<file path="config.mk">
export PLATFORM = sky130hd
export DESIGN_NAME = tone_decoder
export DESIGN_NICKNAME = d
export VERILOG_FILES = /design/src/rtl/tone_decoder.sv
export SDC_FILE = /design/constraint.sdc
export NUM_CORES = 1
export LEC_CHECK = 0
export CAP_MARGIN = 25
export CORE_MARGIN = 8
export CORE_UTILIZATION = 35
export DETAILED_ROUTE_END_ITERATION = 12
export DONT_BUFFER_PORTS = 1
export GPL_ROUTABILITY_DRIVEN = 0
export GPL_TIMING_DRIVEN = 1
export SYNTH_ARGS = -nofsm -noshare
export SYNTH_HDL_FRONTEND = slang
export SYNTH_SLANG_ARGS = --single-unit
</file>
<file path="constraint.sdc">
create_clock -name clk -period 4.9 [get_ports clk]
set_input_delay 0.49 -clock clk [delete_from_list [all_inputs] [get_ports clk]]
set_output_delay 0.49 -clock clk [all_outputs]
set_load 0.1 [all_outputs]
</file>
<file path="src/rtl/tone_decoder.sv">
// Tone decoder: measures rise-to-rise period of an async tone and locks onto one of four bands.
// Latency: valid/code register one clk after the deciding rise; sync adds 3 clk from tone_in.
// Backpressure: none; free-running measurement, outputs hold until the next rise/timeout.
module tone_decoder #(
    parameter int          NOM0    = 381682,
    parameter int          NOM1    = 286534,
    parameter int          NOM2    = 202432,
    parameter int          NOM3    = 151748,
    parameter int          TOL     = 4095,
    parameter logic [19:0] CNT_MAX = 20'hFFFFF
) (
    input  logic        clk,
    input  logic        rst,
    input  logic        tone_in,
    output logic [3:0]  code,
    output logic        valid,
    output logic        lock_pulse,
    output logic [19:0] period
);

    localparam logic [1:0] IDLE    = 2'd0;
    localparam logic [1:0] MEASURE = 2'd1;
    localparam logic [1:0] LOCK    = 2'd2;

    logic [1:0]  state;
    logic        sync1, sync2, sync3;
    logic        rise;
    logic [19:0] cnt;
    logic [3:0]  cand;
    logic [1:0]  streak;
    logic [3:0]  cls;

    function automatic logic in_band(input logic [19:0] v, input int nom);
        int val;
        val = int'({12'd0, v});
        return (val >= nom - TOL) && (val <= nom + TOL);
    endfunction

    // Edge-only detection: sync2 is never treated as a level.
    assign rise = sync2 & ~sync3;

    always_comb begin
        cls = 4'b0000;
        if (in_band(cnt, NOM0))
            cls = 4'b0001;
        else if (in_band(cnt, NOM1))
            cls = 4'b0010;
        else if (in_band(cnt, NOM2))
            cls = 4'b0100;
        else if (in_band(cnt, NOM3))
            cls = 4'b1000;
    end

    always_ff @(posedge clk) begin
        if (rst) begin
            state      <= IDLE;
            sync1      <= 1'b0;
            sync2      <= 1'b0;
            sync3      <= 1'b0;
            cnt        <= 20'd0;
            cand       <= 4'd0;
            streak     <= 2'd0;
            code       <= 4'd0;
            valid      <= 1'b0;
            lock_pulse <= 1'b0;
            period     <= 20'd0;
        end else begin
            sync1      <= tone_in;
            sync2      <= sync1;
            sync3      <= sync2;
            lock_pulse <= 1'b0;
            case (state)
                IDLE: begin
                    if (rise) begin
                        state  <= MEASURE;
                        cnt    <= 20'd1;
                        cand   <= 4'd0;
                        streak <= 2'd0;
                    end else begin
                        cnt <= 20'd0;
                    end
                end
                MEASURE, LOCK: begin
                    if (rise) begin
                        // A rise on the saturation cycle still wins and records CNT_MAX.
                        period <= cnt;
                        cnt    <= 20'd1;
                        if (state == MEASURE) begin
                            if (cls != 4'd0 && cls == cand && streak == 2'd1) begin
                                state      <= LOCK;
                                code       <= cls;
                                valid      <= 1'b1;
                                lock_pulse <= 1'b1;
                            end else begin
                                cand   <= cls;
                                streak <= {1'b0, cls != 4'd0};
                            end
                        end else if (cls != code) begin
                            state  <= MEASURE;
                            code   <= 4'd0;
                            valid  <= 1'b0;
                            cand   <= cls;
                            streak <= {1'b0, cls != 4'd0};
                        end
                    end else if (cnt == CNT_MAX) begin
                        state  <= IDLE;
                        cnt    <= 20'd0;
                        code   <= 4'd0;
                        valid  <= 1'b0;
                        cand   <= 4'd0;
                        streak <= 2'd0;
                    end else begin
                        cnt <= cnt + 20'd1;
                    end
                end
                default: state <= IDLE;
            endcase
        end
    end

endmodule

</file>
==> results of run 1 <==
where the power goes:
part | internal, uW | leakage (uW) | switching, uW
registers | 460 | 0.000452 | 6.82
logic | 27.2 | 0.000634 | 50.3
clock network | 102 | 0.0000414 | 160
total | 589 | 0.00113 | 217
sequential cells by signal (all words and copies together), names as in the netlist:
register	cells
cnt	20
period	20
cand	4
code	4
state	2
lock_pulse	1
streak	1
sync1	1
sync2	1
sync3	1
valid	1
worst reg2reg max path: stages (launching register included):
cell	delay, ns
dfxtp_1	0.44
ha_1	0.22
and2_1	0.19
nand4_1	0.17
o32ai_1	0.66
a32oi_1	0.23
o311ai_1	0.40
and3_1	0.32
o211ai_2	0.20
mux2_1	0.36
metal layers:
| layer | wire length (microns) | up-vias |
|---|---|---|
| met4 | 140 | 0 |
| met3 | 398 | 16 |
| met2 | 3530 | 70 |
| met5 | 0 | - |
| met1 | 3750 | 1306 |
| li1 | - | 1367 |
final timing paths:
| kind | end | startpoint | cells after the start | slack [ns] |
|---|---|---|---|---|
| worst max-delay path | code[0] | cnt[0] | 9 | 1.61 |
| worst min register to register | sync2 | sync1 | 1 | 0.45 |
| worst max register to register | code[0] | cnt[0] | 9 | 1.61 |
| worst min-delay path | cnt[1] | rst | 1 | 0.24 |
placed cells by master, fill, tap and decap left out, drive strengths merged, types with 5 or more instances in the layout:
cell type and instances:
nor2b 11, xnor2 9, nand4 11, inv 9, clkbuf 6, ha 7
dfxtp 56, and2 6, nor3 6, buf 5, nand2b 6, and3 6
nand3 9, nand2 62, nor2 41, a21oi 29, o21ai 15, xor2 8
final cells by class:
class	count	area (sq um)
clock inverters	2	16.3
clock buffers	6	72.6
well taps	108	135
flip-flops and latches	56	1120
repair buffers	5	53.8
multi-input cells	301	1860
fillers	903	5430
inverters	9	33.8
kinds of logic after synthesis:
| logic type | count (synthesis) |
|---|---|
| adder cells (fa/ha/maj) | 7 |
| XOR/XNOR | 17 |
| AO/OA/AOI/OAI | 89 |
| buffers and inverters | 39 |
| flip-flops | 56 |
| multiplexers | 8 |
| AND/OR/NAND/NOR | 180 |
stage by stage:
| step | power, uW | utilization, % | setup slack [ns] |
|---|---|---|---|
| floorplan | 539 | - | 2.16 |
| global route | 844 | 37.7 | 1.36 |
| CTS | 815 | 37.7 | 1.67 |
| finish | 806 | 37.7 | 1.61 |
| detailed placement | 555 | 36.7 | 1.68 |
| global placement | 553 | 36.3 | 1.78 |
==> impl_results.md, run 1 <==
- Status: finished, final reports clean
- Dominant synthesized flop cell: dfxtp_1
- Clock root buffer master: clkbuf_8
- Starting Density: 36.0%
- Rel. slew slack: 26.8%
- Grt total ovfl: 0
- Crit-path slowest cell: o32ai_1
- Busiest grt layer: met2
- Final instance area: 3290 sq um
- DRT Wirelength: 7.82 mm
- Final setup vio count: 0
- Post-synthesis compound-gate area fraction: 20.7%
- Vias in the first global route: 2631
- Fin Clk Skew: 0.00863 ns
- Register area share after synthesis: 35.8%
- Grt met3 use: 2.92%
- Async S/R FF share, synth: 0%
- Post-DP Area: 3200 sq um
- Final Critical Period: 3.29 ns
- Placed insts: 479
- ANT nets after route: 0
- Post-CTS Setup Inserts: 0
- DP HPWL: 5.70 mm
- Port Buffers: 0
- Top cell type by total area after synthesis: dfxtp_1
- Synth Warn #: 0
- Diodes inserted: 0
- Final #Nets: 388
- Max cap viols: 0
- Area growth syn-to-layout: 4.87%
- Slowest stage delay, CP: 0.66 ns
- Syn Inst Count: 396
- H-tree Lvls: 2
- RSZ-0062 raised after global routing: no
- Standard-cell rows: 34
- DRT Pass-1 Iters: 5
- Final hold slack: 0.236 ns
- First-pass GRT wire length: 13.4 mm
- Later-pin clock latency in the skew report: 0.32 ns
- DR vias/cell: 5.67
- Worst hold path type: input pin to register
- Largest net degree at the start of global routing: 47
- Max rail drop VDD: 0.0988 mV
- Critical Path Source Type: register
- Initial antenna violation count: 0
- Most frequent cells after synthesis: 62 x nand2_1, 56 x dfxtp_1, 41 x nor2_1
- Syn avg cell area: 7.92 sq um
- Hold buffers post-CTS: 0
- WP buf/inv: 0
- Pwr per Cell Area: 245 nW/um^2
- CTS tree: built
- Worst path required time: 5.12 ns
- Resize count post-CTS: 0
- Average wire per standard cell: 16.0 microns
- Post-synthesis mux area share: 2.71%
- Post-Layout Cell Count: 487
- Clock Tree Buf Depth: 2
- Die area: 12200 sq um
- Grt met1 use: 16.7%
- #FFs+latches synth: 56
- Core area: 8720 sq um
- EDFF count, synth: 0
- Max Fclk: 0.304 GHz
- Crit path max-delay family: compound AO/OA/AOI/OAI gates
- Worst Tran Pin Value: 1.10 ns
- CP max FO: 6
- Largest family of logic cells by synthesized area: simple AND/OR/NAND/NOR gates
- Count leader, synth: nand2_1
- Setup crit end kind: register
- Syn_nets: 406
- Clk slew on worst S/H paths: 0.11 ns
- Final hold violations: 0
- Share of cells above drive strength 1: 5.54%
- Height of the die: 111 microns
- Adder-cell share of the synthesized area: 2.79%
- Worst endpoint data arrival time: 3.50 ns
- Remaining DRCs: 0
- XOR/XNOR Fraction of Synth Area: 4.75%
- GRT Resource Usage Total: 12.7%
- Initial DRC count: 228
- Top-area cell type share of the netlist area: 35.8%
- Max Slew Vio Count: 0
- Die W: 111 microns
- Via Count: 2759
- IO Pins: 29
- Final period util: 67.1%
- Synth cell types: 62
- Num CTS Buffers: 5
- CP Class: register to register
- Static leakage power: 0.00113 uW
- Sinks on Clock Net: 56
- Setup TNS: 0 ns
- Sequence of cells on the critical path: ha_1 -> and2_1 -> nand4_1 -> o32ai_1 -> a32oi_1 -> o311ai_1 -> and3_1 -> o211ai_2 -> mux2_1
- Post-Syn Area: 3140 sq um
- Met2 Track Usage GR: 19.9%
- Synth area leaders: dfxtp_1 36%, nand2_1 7.4%, nor2_1 4.9%
- Post-synthesis simple-gate area fraction: 28.3%
No activity file was read; power rests on OpenSTA's default activity.
==> inputs of run 2 (changes only) <==
clock period = 3.4 ns   (was 4.9 ns; I/O delays follow)
==> impl_results.md, run 2 (synthesized netlist as in run 1, its figures left out) <==
- Final hold slack: 0.0912 ns
- Fillers: 930
- Remaining DRCs: 0
- Die W: 111 microns
- Average wire per standard cell: 15.7 microns
- IO Pins: 29
- DRT Pass-1 Iters: 5
- Worst hold path type: input pin to register
- PnR worst setup slack: 0.221 ns
- Final hold violations: 0
- Final setup vio count: 0
- Sw Ratio: 25.1%
- Top flop regs: cnt x20, period x20
- Psw: 291 uW
- Internal: 869 uW
- Starting Density: 36.0%
- Worst endpoint data arrival time: 3.38 ns
- Post-layout util: 37.9%
- Clk slew on worst S/H paths: 0.10 ns
- Diodes inserted: 0
- First-pass GRT wire length: 12.8 mm
- Num CTS Buffers: 5
- Hold buffers post-CTS: 0
- Final #Nets: 392
- Port Buffers: 0
- DR vias/cell: 5.63
- CP Class: register to register
- Sequential Power Share: 57.9%
- Grt total ovfl: 0
- Share of cells above drive strength 1: 6.53%
- Rel. slew slack: 34.1%
- DRT Wirelength: 7.73 mm
- DP HPWL: 5.65 mm
- Area growth syn-to-layout: 5.35%
- Placed insts: 483
- Largest net degree at the start of global routing: 47
- Fin Clk Skew: 0.00848 ns
- Worst path required time: 3.60 ns
- Final Critical Period: 3.18 ns
- Setup crit end kind: register
- Clock Tree Buf Depth: 2
- Initial antenna violation count: 0
- Initial DRC count: 271
- Combinational share of power: 9.5%
- Most common cell after layout, fill and taps aside: nand2_1
- Max rail drop VDD: 0.199 mV
- Max Slew Vio Count: 0
- Pwr per Cell Area: 351 nW/um^2
- CP max FO: 6
- Sinks on Clock Net: 56
- Commonest non-fill, non-tap cells in the layout: 62 x nand2_1, 56 x dfxtp_1, 41 x nor2_1, 29 x a21oi_1
- Via Count: 2766
- RSZ-0062 raised after global routing: no
- Post-CTS Setup Inserts: 0
- Clock power share: 32.5%
- Resize count post-CTS: 0
- Standard-cell rows: 34
- Die area: 12200 sq um
- Final period util: 93.5%
- GRT Resource Usage Total: 12.2%
- Vias in the first global route: 2566
- Worst Tran Pin Value: 0.986 ns
- H-tree Lvls: 2
- Max Fclk: 0.315 GHz
- Clock root buffer master: clkbuf_8
- Setup TNS: 0 ns
- Later-pin clock latency in the skew report: 0.31 ns
- Critical Path Source Type: register
- Core area: 8720 sq um
- ANT nets after route: 0
- Post-Layout Cell Count: 491
- Height of the die: 111 microns
- Max cap viols: 0
- CTS tree: built
- Static leakage power: 0.00115 uW
- Dpl ws: 0.298 ns
- Status: finished, final reports clean
run 2: changes by cell type in the layout (fill, tap and decap cells not counted):
cell        change
buf_4           +6
buf_1           -1
buf_16          -1
clkbuf_1        +1
clkbuf_8        +1
clkinv_4        -1
clkinvlp_4      -1
run 2: final timing paths:
kind	startpoint	to	slack, ns	cells past startpoint
max	cnt[0]	code[2]	0.22	9
min reg2reg	sync1	sync2	0.45	1
max reg2reg	cnt[0]	code[2]	0.22	9
min	rst	cand[3]	0.09	1
run 2: final cells by class:
type | count | area (sq um) | area share, %
inverter | 9 | 33.8 | 1.02
multi-input combinational | 301 | 1860 | 56.2
clock buffer | 8 | 90.1 | 2.73
tap | 108 | 135 | 4.09
timing repair buffer | 9 | 67.6 | 2.05
sequential | 56 | 1120 | 33.9
run 2: per-layer routing:
metal / vias to the layer above / global-route usage [%] / wire [microns]
met5: - / 0 / 0
met4: 0 / 3.78 / 93
met3: 9 / 3.08 / 476
met2: 89 / 19.7 / 3560
met1: 1292 / 15.5 / 3600
li1: 1376 / - / -
run 2: worst max-delay path, cell delays in order (launching register included):
cell      delay (ns)
dfxtp_1         0.43
ha_1            0.21
and2_1          0.18
nand4_1         0.17
o32ai_1         0.56
a32oi_1         0.22
o311ai_1        0.41
and3_1          0.32
o211ai_2        0.20
mux2_1          0.37
run 2: through the flow:
stage	instance area (sq um)	power, uW
global route	3300	1220
CTS	3300	1170
finish	3300	1160
floorplan	3140	777
detailed placement	3210	798
global placement	3210	796
run 2: power by group through the flow:
stage	sequential [uW]	combinational (uW)	clock (uW)
finish	672	110	377
global placement	687	110	0
CTS	672	111	392
global route	674	125	424
detailed placement	688	110	0
floorplan	685	92.1	0
